**config.mk**
```make
export PLATFORM = sky130hd
export DESIGN_NAME = dma_dev_endpoint
export DESIGN_NICKNAME = d
export VERILOG_FILES = /design/src/rtl/dma_dev_endpoint_pkg.sv /design/src/rtl/dma_dev_endpoint_buf.sv /design/src/rtl/dma_dev_endpoint.sv
export SDC_FILE = /design/constraint.sdc
export NUM_CORES = 1
export LEC_CHECK = 0
export BUFFER_PORTS_ARGS = -buffer_cell sky130_fd_sc_hd__buf_2
export CAP_MARGIN = 20
export CORE_ASPECT_RATIO = 1.75
export CORE_MARGIN = 8
export CORE_UTILIZATION = 45
export DETAILED_ROUTE_END_ITERATION = 6
export MAX_ROUTING_LAYER = met4
export SLEW_MARGIN = 5
export SYNTH_ARGS = -nofsm -noshare
export SYNTH_HDL_FRONTEND = slang
export SYNTH_HIERARCHICAL = 1
export SYNTH_SLANG_ARGS = --single-unit
```
**constraint.sdc**
```tcl
create_clock -name clk -period 5.06 [get_ports clk]
set_clock_uncertainty 0.1 [all_clocks]
set_input_delay 1.012 -clock clk [delete_from_list [all_inputs] [get_ports clk]]
set_output_delay 1.012 -clock clk [all_outputs]
set_load 0.05 [all_outputs]
```
**src/rtl/dma_dev_endpoint_pkg.sv**
```systemverilog
// Shared definitions for the DMA device endpoint: default widths, FSM states and error codes.
// The width defaults match dma_controller so both sides of the link agree.
package dma_dev_endpoint_pkg;

  localparam int DEF_ADD_LEN    = 16;
  localparam int DEF_DATA_LEN   = 16;
  localparam int DEF_FIFO_DEPTH = 5;

  typedef enum logic [2:0] {
    ST_IDLE = 3'd0,
    ST_REQ  = 3'd1,
    ST_XFER = 3'd2,
    ST_DONE = 3'd3,
    ST_ERR  = 3'd4
  } state_t;

  localparam logic [1:0] ERR_NONE      = 2'd0;
  localparam logic [1:0] ERR_BAD_LEN   = 2'd1;
  localparam logic [1:0] ERR_EARLY_END = 2'd2;
  localparam logic [1:0] ERR_TIMEOUT   = 2'd3;

  // Legal word counts are 1..2^depth; the full buffer encodes as 0 on num_words.
  function automatic logic len_ok(input logic [31:0] len, input int depth);
    return (len != 32'd0) && (len <= (32'd1 << depth));
  endfunction

endpackage

```
**src/rtl/dma_dev_endpoint_buf.sv**
```systemverilog
// Endpoint word buffer: one synchronous write port, two combinational read ports.
// Contents are deliberately not reset so data survives an aborted transfer.
module dma_dev_endpoint_buf #(
  parameter int DATA_LEN   = 16,
  parameter int FIFO_DEPTH = 5
) (
  input  logic                  clk,
  input  logic                  i_we,
  input  logic [FIFO_DEPTH-1:0] i_waddr,
  input  logic [DATA_LEN-1:0]   i_wdata,
  input  logic [FIFO_DEPTH-1:0] i_host_addr,
  output logic [DATA_LEN-1:0]   o_host_rdata,
  input  logic [FIFO_DEPTH-1:0] i_xfer_addr,
  output logic [DATA_LEN-1:0]   o_xfer_rdata
);

  logic [DATA_LEN-1:0] r_mem [1<<FIFO_DEPTH];

  always_ff @(posedge clk) begin
    if (i_we) r_mem[i_waddr] <= i_wdata;
  end

  assign o_host_rdata = r_mem[i_host_addr];
  assign o_xfer_rdata = r_mem[i_xfer_addr];

endmodule

```
**src/rtl/dma_dev_endpoint.sv**
```systemverilog
// Device-side endpoint of the DMA link: takes host commands, requests the controller,
// then sources (write) or sinks (read) buffer words until end_flag closes the transfer.
module dma_dev_endpoint
  import dma_dev_endpoint_pkg::*;
#(
  parameter int ADD_LEN     = DEF_ADD_LEN,
  parameter int DATA_LEN    = DEF_DATA_LEN,
  parameter int FIFO_DEPTH  = DEF_FIFO_DEPTH,
  parameter int TIMEOUT_CYC = 1024
) (
  input  logic                  clk,
  input  logic                  reset,
  input  logic                  i_cmd_start,
  input  logic                  i_cmd_dir,
  input  logic [ADD_LEN-1:0]    i_cmd_addr,
  input  logic [FIFO_DEPTH:0]   i_cmd_len,
  input  logic                  i_dev_ready,
  input  logic                  i_buf_we,
  input  logic [FIFO_DEPTH-1:0] i_buf_addr,
  input  logic [DATA_LEN-1:0]   i_buf_wdata,
  output logic [DATA_LEN-1:0]   o_buf_rdata,
  output logic                  o_busy,
  output logic                  o_done,
  output logic                  o_err,
  output logic [1:0]            o_err_code,
  output logic                  o_rqst,
  output logic [ADD_LEN-1:0]    o_start_addr,
  output logic [FIFO_DEPTH-1:0] o_num_words,
  output logic                  o_rd_wr,
  output logic                  o_dev_ack,
  output logic [DATA_LEN-1:0]   o_dev_in,
  input  logic                  i_dma_ack,
  input  logic [DATA_LEN-1:0]   i_dev_out,
  input  logic                  i_end_flag,
  output state_t                o_state
);

  // Word handshake: o_dev_ack means "endpoint ready" (read) or "o_dev_in valid" (write);
  // a word moves on every rising edge where o_dev_ack and i_dma_ack are both high.

  state_t                r_state, w_state_nxt;
  logic [ADD_LEN-1:0]    r_addr;
  logic                  r_dir;
  logic [FIFO_DEPTH:0]   r_len;
  logic [FIFO_DEPTH-1:0] r_idx;
  logic [FIFO_DEPTH:0]   r_cnt;
  logic [31:0]           r_tmo;
  logic                  r_dev_ack;
  logic                  r_err;
  logic [1:0]            r_err_code;

  logic                  w_in_xfer, w_take, w_activity, w_tmo_hit, w_len_ok, w_accept;
  logic [FIFO_DEPTH:0]   w_cnt_after;
  logic                  w_err_set;
  logic [1:0]            w_err_code_nxt;
  logic                  w_buf_we;
  logic [FIFO_DEPTH-1:0] w_buf_waddr;
  logic [DATA_LEN-1:0]   w_buf_wdata, w_xfer_rdata;

  assign w_in_xfer   = (r_state == ST_XFER);
  // cnt saturates at len, so surplus dma_ack pulses neither count nor wrap idx.
  assign w_take      = w_in_xfer && r_dev_ack && i_dma_ack && (r_cnt != r_len);
  assign w_cnt_after = r_cnt + (FIFO_DEPTH+1)'(w_take);
  assign w_activity  = i_dma_ack || i_end_flag;
  assign w_tmo_hit   = (TIMEOUT_CYC != 0) && !w_activity && (r_tmo == 32'(TIMEOUT_CYC - 1));
  assign w_len_ok    = len_ok(32'(i_cmd_len), FIFO_DEPTH);
  assign w_accept    = (r_state == ST_IDLE) && i_cmd_start && w_len_ok;

  always_comb begin
    w_state_nxt    = r_state;
    w_err_set      = 1'b0;
    w_err_code_nxt = ERR_NONE;
    case (r_state)
      ST_IDLE: begin
        if (i_cmd_start) begin
          if (w_len_ok) begin
            w_state_nxt = ST_REQ;
          end else begin
            w_state_nxt    = ST_ERR;
            w_err_set      = 1'b1;
            w_err_code_nxt = ERR_BAD_LEN;
          end
        end
      end
      ST_REQ:  w_state_nxt = ST_XFER;
      ST_XFER: begin
        if (i_end_flag) begin
          if (w_cnt_after == r_len) begin
            w_state_nxt = ST_DONE;
          end else begin
            w_state_nxt    = ST_ERR;
            w_err_set      = 1'b1;
            w_err_code_nxt = ERR_EARLY_END;
          end
        end else if (w_tmo_hit) begin
          w_state_nxt    = ST_ERR;
          w_err_set      = 1'b1;
          w_err_code_nxt = ERR_TIMEOUT;
        end
      end
      ST_DONE: w_state_nxt = ST_IDLE;
      ST_ERR:  w_state_nxt = ST_IDLE;
      default: w_state_nxt = ST_IDLE;
    endcase
  end

  always_ff @(posedge clk or posedge reset) begin
    if (reset) begin
      r_state    <= ST_IDLE;
      r_addr     <= '0;
      r_dir      <= 1'b0;
      r_len      <= '0;
      r_idx      <= '0;
      r_cnt      <= '0;
      r_tmo      <= '0;
      r_dev_ack  <= 1'b0;
      r_err      <= 1'b0;
      r_err_code <= ERR_NONE;
    end else begin
      r_state   <= w_state_nxt;
      r_dev_ack <= i_dev_ready;
      if (w_accept) begin
        r_addr     <= i_cmd_addr;
        r_dir      <= i_cmd_dir;
        r_len      <= i_cmd_len;
        r_idx      <= '0;
        r_cnt      <= '0;
        r_err      <= 1'b0;
        r_err_code <= ERR_NONE;
      end else if (w_take) begin
        r_idx <= r_idx + 1'b1;
        r_cnt <= w_cnt_after;
      end
      if (w_err_set) begin
        r_err      <= 1'b1;
        r_err_code <= w_err_code_nxt;
      end
      if (!w_in_xfer || w_activity) r_tmo <= '0;
      else                          r_tmo <= r_tmo + 32'd1;
    end
  end

  // Transfer writes take the port during a read; host writes are only honoured when idle.
  assign w_buf_we    = (w_take && r_dir) || (!o_busy && i_buf_we);
  assign w_buf_waddr = (w_take && r_dir) ? r_idx : i_buf_addr;
  assign w_buf_wdata = (w_take && r_dir) ? i_dev_out : i_buf_wdata;

  dma_dev_endpoint_buf #(
    .DATA_LEN  (DATA_LEN),
    .FIFO_DEPTH(FIFO_DEPTH)
  ) u_buf (
    .clk         (clk),
    .i_we        (w_buf_we),
    .i_waddr     (w_buf_waddr),
    .i_wdata     (w_buf_wdata),
    .i_host_addr (i_buf_addr),
    .o_host_rdata(o_buf_rdata),
    .i_xfer_addr (r_idx),
    .o_xfer_rdata(w_xfer_rdata)
  );

  assign o_busy       = (r_state == ST_REQ) || w_in_xfer;
  assign o_rqst       = (r_state == ST_REQ);
  assign o_done       = (r_state == ST_DONE);
  assign o_err        = r_err;
  assign o_err_code   = r_err_code;
  assign o_start_addr = o_busy ? r_addr : '0;
  assign o_num_words  = o_busy ? r_len[FIFO_DEPTH-1:0] : '0;
  assign o_rd_wr      = o_busy && r_dir;
  assign o_dev_ack    = w_in_xfer && r_dev_ack;
  assign o_dev_in     = (w_in_xfer && !r_dir) ? w_xfer_rdata : '0;
  assign o_state      = r_state;

endmodule
```
== Yosys cells after proc, flatten, opt, wreduce, memory -nomap -nowiden ==
Memories as Yosys holds them, arrays and structs flattened.
Cells that the tools add are included.
Word-level totals
  register bits: 73
  RAM bits: 512
  input port bits: 67
  output and inout port bits: 64
  logic and storage cells: 81
  memories: 1
Memories
  u_buf.r_mem: words 32, bits a word 16, rd ports 2, clocked after Yosys merged registers in 0, write ports 1, RTL line dma_dev_endpoint_buf.sv:17  | logic [DATA_LEN-1:0] r_mem [1<<FIFO_DEPTH];
Cells by class
  add/subtract/negate cells: 3
  $lt $le $gt $ge: 1
  equal/unequal tests: 8
  muxes and demuxes: 34
  reductions and logical operators: 24
Operators with widths (number)
  $mux 16: 3
  $add 32x1->32 const B: 1
  $eq 32x10->1 const B: 1
  $mux 32: 1
  $mux 5: 4
  $mux 3: 5
  $mux 6: 2
  $logic_and 1x1->1: 11
  $mux 1: 11
  $mux 2: 5
  $pmux 3 s3: 1
  $add 6x1->6: 1
  $eq 3x2->1 const B: 2
  $eq 6x6->1: 1
  $le 6x6->1 const B: 1
  $ne 6x6->1: 1
  $reduce_bool 6->1: 1
  $add 5x1->5 const B: 1
  $logic_not 1->1: 4
  $logic_or 1x1->1: 4
  $pmux 2 s2: 1
  $reduce_bool 2->1: 2
  $eq 3x1->1 const B: 1
  $logic_not 3->1: 1
  4 further kinds: 4

== Depth between registers and ports, before layout ==
Gate-level depths: netlist of run 1.
  depth after elaboration: 10
  depth in mapped cells: 12
  gate-level depth less buffers: 10

== Cells and area by module ==
The synthesis of run 1 kept the hierarchy.
Modules (own cells, without submodules)
  dma_dev_endpoint_buf: times used 1, cells an instance 1696, area an instance 24796.3 um^2, seq. area each 15374.7 um^2
  dma_dev_endpoint: times used 1, cells an instance 454, area an instance 4179.0 um^2, seq. area each 1826.8 um^2

== Worst setup path after synthesis of run 1 ==
OpenSTA, ideal clock, no wires.
  path type: register to output
  start: reg r_state[0], in the netlist o_state[0]
  end: out o_start_addr[10]
  arrival: 3273 ps
  required time: 3948 ps
  path slack: 675 ps
  cell stages (with the launch flop): 5
  buffers on the path: 1
  cell sequence: dfrtp_1 nor3b_1 nor2_1 clkbuf_1 nor2b_1
On the way
  longest elaborated chain between the ends: 3
  elaborated cells on any way between the ends: 4
  those cells by class: eq/ne (2); mux (1); reduce/logical (1)
RTL lines
  from (decl): RTL line dma_dev_endpoint.sv:41  | state_t r_state, w_state_nxt;
  from (signal assigned): RTL line dma_dev_endpoint.sv:120  | r_state <= w_state_nxt;
  $eq 3x1->1
  via o_rqst: RTL line dma_dev_endpoint.sv:26  | output logic o_rqst,
  $logic_or 1x1->1: RTL line dma_dev_endpoint.sv:162  | assign o_busy = (r_state == ST_REQ) || w_in_xfer;
  $mux 16: RTL line dma_dev_endpoint.sv:167  | assign o_start_addr = o_busy ? r_addr : '0;
  to (decl): RTL line dma_dev_endpoint.sv:27  | output logic [ADD_LEN-1:0] o_start_addr,
The timed path passes the listed nets, and every way through them passes these cells.

== Worst setup path after layout of run 1 ==
  start: reg r_idx[1]
  end: out o_dev_in[10]
On the way
  longest elaborated chain between the ends: 2
RTL lines
  from (decl): RTL line dma_dev_endpoint.sv:45  | logic [FIFO_DEPTH-1:0] r_idx;
  from (signal assigned): RTL line dma_dev_endpoint.sv:131  | r_idx <= r_idx + 1'b1;
  $mem_v2 32x16
  via w_xfer_rdata[10]: RTL line dma_dev_endpoint.sv:58  | logic [DATA_LEN-1:0] w_buf_wdata, w_xfer_rdata;
  $mux 16: RTL line dma_dev_endpoint.sv:171  | assign o_dev_in = (w_in_xfer && !r_dir) ? w_xfer_rdata : '0;
  to (decl): RTL line dma_dev_endpoint.sv:31  | output logic [DATA_LEN-1:0] o_dev_in,
The timed path passes the listed nets, and every way through them passes these cells.

==> results of run 1 <==
sequential cells by signal (all words and copies together) (netlist names):
name         flops
o_err            1
r_addr          16
o_state          3
o_err_code       2
r_tmo           32
r_cnt            6
u_buf/r_mem    512
r_len            6
r_dev_ack        1
r_idx            5
r_dir            1
layout make-up:
cell class	count	area, um2	area share (%)
flip-flops and latches	585	17200	52.9
multi-input cells	1396	10600	32.7
repair buffers	246	1890	5.82
inverters	12	45.0	0.138
well taps	812	1020	3.12
clock buffers	69	1480	4.55
diodes	4	10.0	0.0308
clock inverters	33	231	0.712
stage by stage:
| step | std cells | power (mW) | setup WS (ns) | area [um2] |
|---|---|---|---|---|
| 2_1_floorplan | 2150 | 7.35 | 0.675 | 29000 |
| 3_3_place_gp | 3040 | 7.99 | 0.647 | 30500 |
| 3_5_place_dp | 3040 | 8.03 | 0.615 | 30500 |
| 4_1_cts | 3142 | 12.0 | 0.248 | 32200 |
| 5_1_grt | 3156 | 12.4 | 0.164 | 32500 |
| 6_report | 3157 | 12.0 | 0.242 | 32500 |
power by group:
group	total, mW	switching [mW]	leakage, nW	internal, mW
registers	5.60	0.148	5.58	5.46
logic	2.37	1.59	5.06	0.778
clock network	4.03	1.85	0.846	2.18
total	12.0	3.59	11.5	8.41
worst max path at each step:
| stage | end | startpoint | slack (ns) |
|---|---|---|---|
| 2_1_floorplan | o_start_addr[10] | o_state[0] | 0.68 |
| 3_3_place_gp | o_buf_rdata[8] | i_buf_addr[0] | 0.65 |
| 3_5_place_dp | o_buf_rdata[10] | i_buf_addr[2] | 0.62 |
| 4_1_cts | o_dev_in[5] | r_idx[1] | 0.25 |
| 5_1_grt | o_dev_in[5] | r_idx[1] | 0.16 |
| 6_report | o_dev_in[10] | r_idx[1] | 0.24 |
metal layers:
layer,vias to the layer above,routed length (um),GRT usage (%)
met5,-,0,-
met3,203,5390,3.26
met4,0,3550,9.79
li1,8592,-,-
met1,9882,33300,26.9
met2,822,46100,43.6
kinds of logic (layout without fill, tap and decap cells):
logic type               count (synthesis)  in the layout
adder cells (fa/ha/maj)                  4              4
XOR/XNOR                                38             38
AND/OR/NAND/NOR                        495            495
other                                    0              4
buffers and inverters                  169            360
flip-flops                             585            585
AO/OA/AOI/OAI                          319            319
multiplexers                           540            540
Yosys cell counts, types with 18 or more instances:
library cell               count  area [um2]
sky130_fd_sc_hd__a21oi_1      71         355
sky130_fd_sc_hd__nor3_1       34         170
sky130_fd_sc_hd__buf_2        47         235
sky130_fd_sc_hd__mux2_1       19         214
sky130_fd_sc_hd__nand3_1      83         415
sky130_fd_sc_hd__a31oi_1      32         200
sky130_fd_sc_hd__buf_6        18         203
sky130_fd_sc_hd__a22o_1       64         561
sky130_fd_sc_hd__buf_4        47         353
sky130_fd_sc_hd__dfrtp_1      73        1830
sky130_fd_sc_hd__nand2_1     146         548
sky130_fd_sc_hd__and2_1       21         131
sky130_fd_sc_hd__nor2b_1      25         156
sky130_fd_sc_hd__nor2_1       75         282
sky130_fd_sc_hd__xnor2_1      28         245
sky130_fd_sc_hd__mux2i_1     519        5190
sky130_fd_sc_hd__edfxtp_1    512       15400
sky130_fd_sc_hd__clkbuf_1     28         105
sky130_fd_sc_hd__nand4_1      44         275
sky130_fd_sc_hd__a22oi_1     128         961
critical path, delay by kind of cell, from the launching register on:
| kind | cells | cell delay [ns] |
|---|---|---|
| flops | 1 | 1.12 |
| buf+inv | 2 | 0.53 |
| compound gates | 2 | 0.52 |
| simple gates | 3 | 0.49 |
| mux | 1 | 0.24 |
==> reports/metrics.yaml, run 1 <==
ys_dominant_reg_cell: "sky130_fd_sc_hd__edfxtp_1"
worst_r2r_startpoint: "o_state[1]"
synth_area_in_xor_xnor_pct: 1.15
syn_avg_cell_area_um2: 13.5
final_min_period_over_clock_period_pct: 95.2
postSynth.asyncResetShare_pct: 12.5
global_route.usage.total_pct: 24.2
yosys-mux-area-fraction_pct: 18.7
vias_per_std_cell: 6.18
drc: 0
clock_sinks: 585
buffer_ports.inserted: 130
antenna_violations_before_repair: 3
layout.cells.most_common: "sky130_fd_sc_hd__mux2i_1"
fin_tns_setup_ns: 0
htreeDepth: 2
cts_tree: "built"
number_of_pins_with_negative_max_slew_slack_in_the_final_report: 0
cts_repair_resize_count: 0
regToRegEndpoint: "u_buf/r_mem[19][12]"
cp.required_ns: 3.95
layout.filler_cells: 5517
setup_repair_after_global_routing_missed_its_margin: "no"
timing_worst_setup_path_type: "reg2out"
initial_utilization_pct: 45.3
hold-worst-slack_ns: 0.224
most-common-layout-cells: "sky130_fd_sc_hd__mux2i_1 (519), sky130_fd_sc_hd__edfxtp_1 (512), sky130_fd_sc_hd__nand2_1 (146)"
boundaryPins: 131
grt_max_degree: 75
num_rows: 123
critical_path.endpoint_type: "primary output"
worst_pin_slew_ns: 1.18
synthCells: 2150
worst_skew_late_latency_ns: 0.63
setup_viol: 0
yosysWarnings: 6
post_synth_instance_area_um2: 29000
grt.overflow.total: 0
min_path_type: "in2async"
routed-via-count: 19500
routedWlPerCell_um: 28.0
postCtsSetupRepairBufs: 0
routabilityCongestion: 0.848
power_density_nw_per_um2: 369
synth-compound-area-share_pct: 7.79
final_net_count: 2367
power.static_leakage_nw: 11.5
die_y_um: 352
die_width_um: 208
first_pass_grt_wire_length_mm: 129
synth_enable_flop_cells: 512
report.final.hold_viol_count: 0
slew-limit-headroom_pct: 21.2
crit_path_max_cell_delay_ns: 1.12
ctsLongestPathBuffers: 3
path_cells: "buf_12 > mux2i_1 > a22o_1 > nor3_1 > a31oi_1 > nand3_1 > and2_1 > buf_2"
hpwl_mm: 58.0
max_clock_freq_mhz: 208
worst_setup_path_start_kind: "register"
worst_path_slowest_cell: "sky130_fd_sc_hd__dfrtp_4"
worst-r2r-setup-slack_ns: 1.20
synth_seq_cells: 585
route.final.wire_length_mm: 88.4
cts_root_buf: "sky130_fd_sc_hd__clkbuf_16"
status: "complete, no violations"
yosysUniqueCellTypes: 59
largest_fanout_of_any_net_on_the_critical_path: 54
layout-area-overhead-vs-synth_pct: 12.2
max_cap_viols: 0
finish.utilization_pct: 50.8
final_period_minus_worst_setup_slack_ns: 4.82
synth.yosys.seq_area_share_pct: 59.4
vias_in_the_first_global_route: 20400
cts_hold_repair.buffers: 0
synthesis.nets: 2221
largest_family_of_logic_cells_by_synthesized_area: "multiplexers"
core_region_area_um2: 64000
clkTransAtPathRegs_ns: 0.07
first_pass_iters: 5
final_antenna_net_count: 0
yosys.area_share.adder_pct: 0.173
drt_iter0_drc: 1429
tritoncts.num_buffers: 55
die_area_um2: 73100
vdd_ir_drop_max_uv: 334
crit_arrival_ns: 3.71
drive_gt1_share_pct: 15.9
worst-r2r-cell-count: 8
synth_simple_gate_area_share_pct: 8.59
Power figures use the tool's default switching activity.
==> run 2: changes to the inputs <==
--- a/config.mk
+++ b/config.mk
@@ -8,7 +8,6 @@
 export BUFFER_PORTS_ARGS = -buffer_cell sky130_fd_sc_hd__buf_2
 export CAP_MARGIN = 20
 export CORE_ASPECT_RATIO = 1.75
-export CORE_MARGIN = 8
 export CORE_UTILIZATION = 45
 export DETAILED_ROUTE_END_ITERATION = 6
 export MAX_ROUTING_LAYER = met4
==> reports/metrics.yaml, run 2 (synthesized netlist as in run 1, its figures left out) <==
layout_top_registers: "u_buf/r_mem: 512 flops, r_tmo: 32 flops, r_addr: 16 flops"
clkTransAtPathRegs_ns: 0.07  # about the same
routabilityCongestion: 0.889  # +4.9%
finish.utilization_pct: 51.8  # +0.95 points
htreeDepth: 2  # unchanged
cts_repair_resize_count: 0  # unchanged
first_pass_iters: 6  # +1
most-common-layout-cells: "sky130_fd_sc_hd__mux2i_1 (519), sky130_fd_sc_hd__edfxtp_1 (512), sky130_fd_sc_hd__nand2_1 (146)"
setup_repair_after_global_routing_missed_its_margin: "no"
layout-area-overhead-vs-synth_pct: 13.4
place_ws_ns: 0.769  # +0.154 ns
vias_in_the_first_global_route: 20100  # -1.4%
initial_utilization_pct: 45.6  # +0.37 points
timing_worst_setup_path_type: "reg2out"
layout.cells.most_common: "sky130_fd_sc_hd__mux2i_1"
worst_skew_late_latency_ns: 0.64  # about the same
grt.overflow.total: 0  # unchanged
drt_iter0_drc: 1569  # +9.8%
report.final.hold_viol_count: 0  # unchanged
status: "complete, no violations"
worst_pin_slew_ns: 1.11  # -0.0662 ns
critical_path.endpoint_type: "primary output"
power.static_leakage_nw: 11.6  # +0.91%
regMostFlops: "u_buf/r_mem"
worst_setup_path_start_kind: "register"
antenna_violations_before_repair: 1  # -2
vdd_ir_drop_max_uv: 324  # -2.8%
num_rows: 122  # -0.81%
routed-via-count: 19500  # -0.18%
area_after_detailed_placement_um2: 30600  # +0.38%
cts_hold_repair.buffers: 0  # unchanged
ctsLongestPathBuffers: 3  # unchanged
routedWlPerCell_um: 27.6  # -1.3%
clock_sinks: 585  # unchanged
cts_tree: "built"
drc: 0  # unchanged
cp.required_ns: 3.95  # about the same
drive_gt1_share_pct: 16.5  # +0.61 points
global_route.usage.total_pct: 27.2  # +3.0 points
die_width_um: 194  # -6.7%
largest_fanout_of_any_net_on_the_critical_path: 40  # -26%
cts_root_buf: "sky130_fd_sc_hd__clkbuf_16"
crit_arrival_ns: 3.67  # -0.04 ns
core_region_area_um2: 63500  # -0.81%
max_cap_viols: 0  # unchanged
final_design_area_no_fill_um2: 32900  # +1.0%
finalWorstSetupSlack_ns: 0.278  # +0.0360 ns
vias_per_std_cell: 6.19  # +0.17%
layout.filler_cells: 5390  # -2.3%
worst-r2r-cell-count: 8  # unchanged
postCtsSetupRepairBufs: 0  # unchanged
final_period_minus_worst_setup_slack_ns: 4.78  # -0.0360 ns
whs_path_depth: 2
first_pass_grt_wire_length_mm: 127  # -1.5%
grt_max_degree: 62  # -17%
max_clock_freq_mhz: 209  # +0.75%
die_area_um2: 65400  # -10%
setup_viol: 0  # unchanged
hpwl_mm: 57.4  # -1.1%
number_of_pins_with_negative_max_slew_slack_in_the_final_report: 0  # unchanged
final_min_period_over_clock_period_pct: 94.5  # -0.71 points
slew-limit-headroom_pct: 25.8  # +4.6 points
fin_tns_setup_ns: 0  # unchanged
largest_reg_flops: 512  # unchanged
final_antenna_net_count: 0  # unchanged
fin_total_pwr_mw: 12.5  # +4.3%
final_net_count: 2363  # -0.17%
tritoncts.num_buffers: 55  # unchanged
die_y_um: 338  # -4.0%
route.final.wire_length_mm: 86.9  # -1.7%
power_density_nw_per_um2: 381  # +3.2%
buffer_ports.inserted: 130  # unchanged
min_path_type: "reg2reg"
boundaryPins: 131  # unchanged
-- run 2: area by class of cell --
type	count	area [um2]	area share, %
Antenna cell	1	2.50	0.00761
Clock buffer	56	1380	4.20
Clock inverter	48	626	1.90
Inverter	12	45.0	0.137
Multi-Input combinational cell	1396	10600	32.4
Sequential cell	585	17200	52.4
Tap cell	806	1010	3.07
Timing Repair Buffer	242	1960	5.95
-- run 2: metrics by stage --
stage                     instances  hold slack (ns)
after floorplan                2150            0.338
after global placement         3030            0.353
after detailed placement       3031            0.356
after CTS                      3135            0.357
after global routing           3146            0.373
final                          3146            0.368
-- run 2: path summary, 6_finish.rpt --
kind / start / end / slack, ns
worst max-delay path: r_idx[1] / o_dev_in[12] / 0.28
worst min-delay path: r_addr[15] / r_addr[15] / 0.37
worst max register to register: o_state[1] / u_buf/r_mem[22][12] / 1.26
worst min register to register: r_addr[15] / r_addr[15] / 0.37
max in group asynchronous: reset / r_tmo[4] / 3.43
min in group asynchronous: reset / r_len[4] / 0.40
-- run 2: per-layer routing --
layer / wire length [um] / part of all wire (%) / track usage [%]
met3: 5020 / 5.8 / 2.66
met4: 4930 / 5.7 / 14.8
met2: 44900 / 52 / 48.1
met1: 32100 / 37 / 30.3
met5: 0 / 0 / -
-- run 2: worst max-delay path: stages (launching register included) --
cell and delay (ns):
sky130_fd_sc_hd__dfrtp_4 0.94, sky130_fd_sc_hd__buf_4 0.37, sky130_fd_sc_hd__mux2i_1 0.27, sky130_fd_sc_hd__a22o_1 0.17
sky130_fd_sc_hd__nor3_1 0.06, sky130_fd_sc_hd__a31oi_1 0.42, sky130_fd_sc_hd__nand3_1 0.29, sky130_fd_sc_hd__and2_1 0.21
sky130_fd_sc_hd__buf_2 0.20
-- run 2: power breakdown --
part           leakage (nW)  switching (mW)  internal, mW
combinational          5.06            1.59         0.776
sequential             5.58           0.142          5.46
clock                 0.947            1.97          2.59
total                  11.6            3.70          8.82
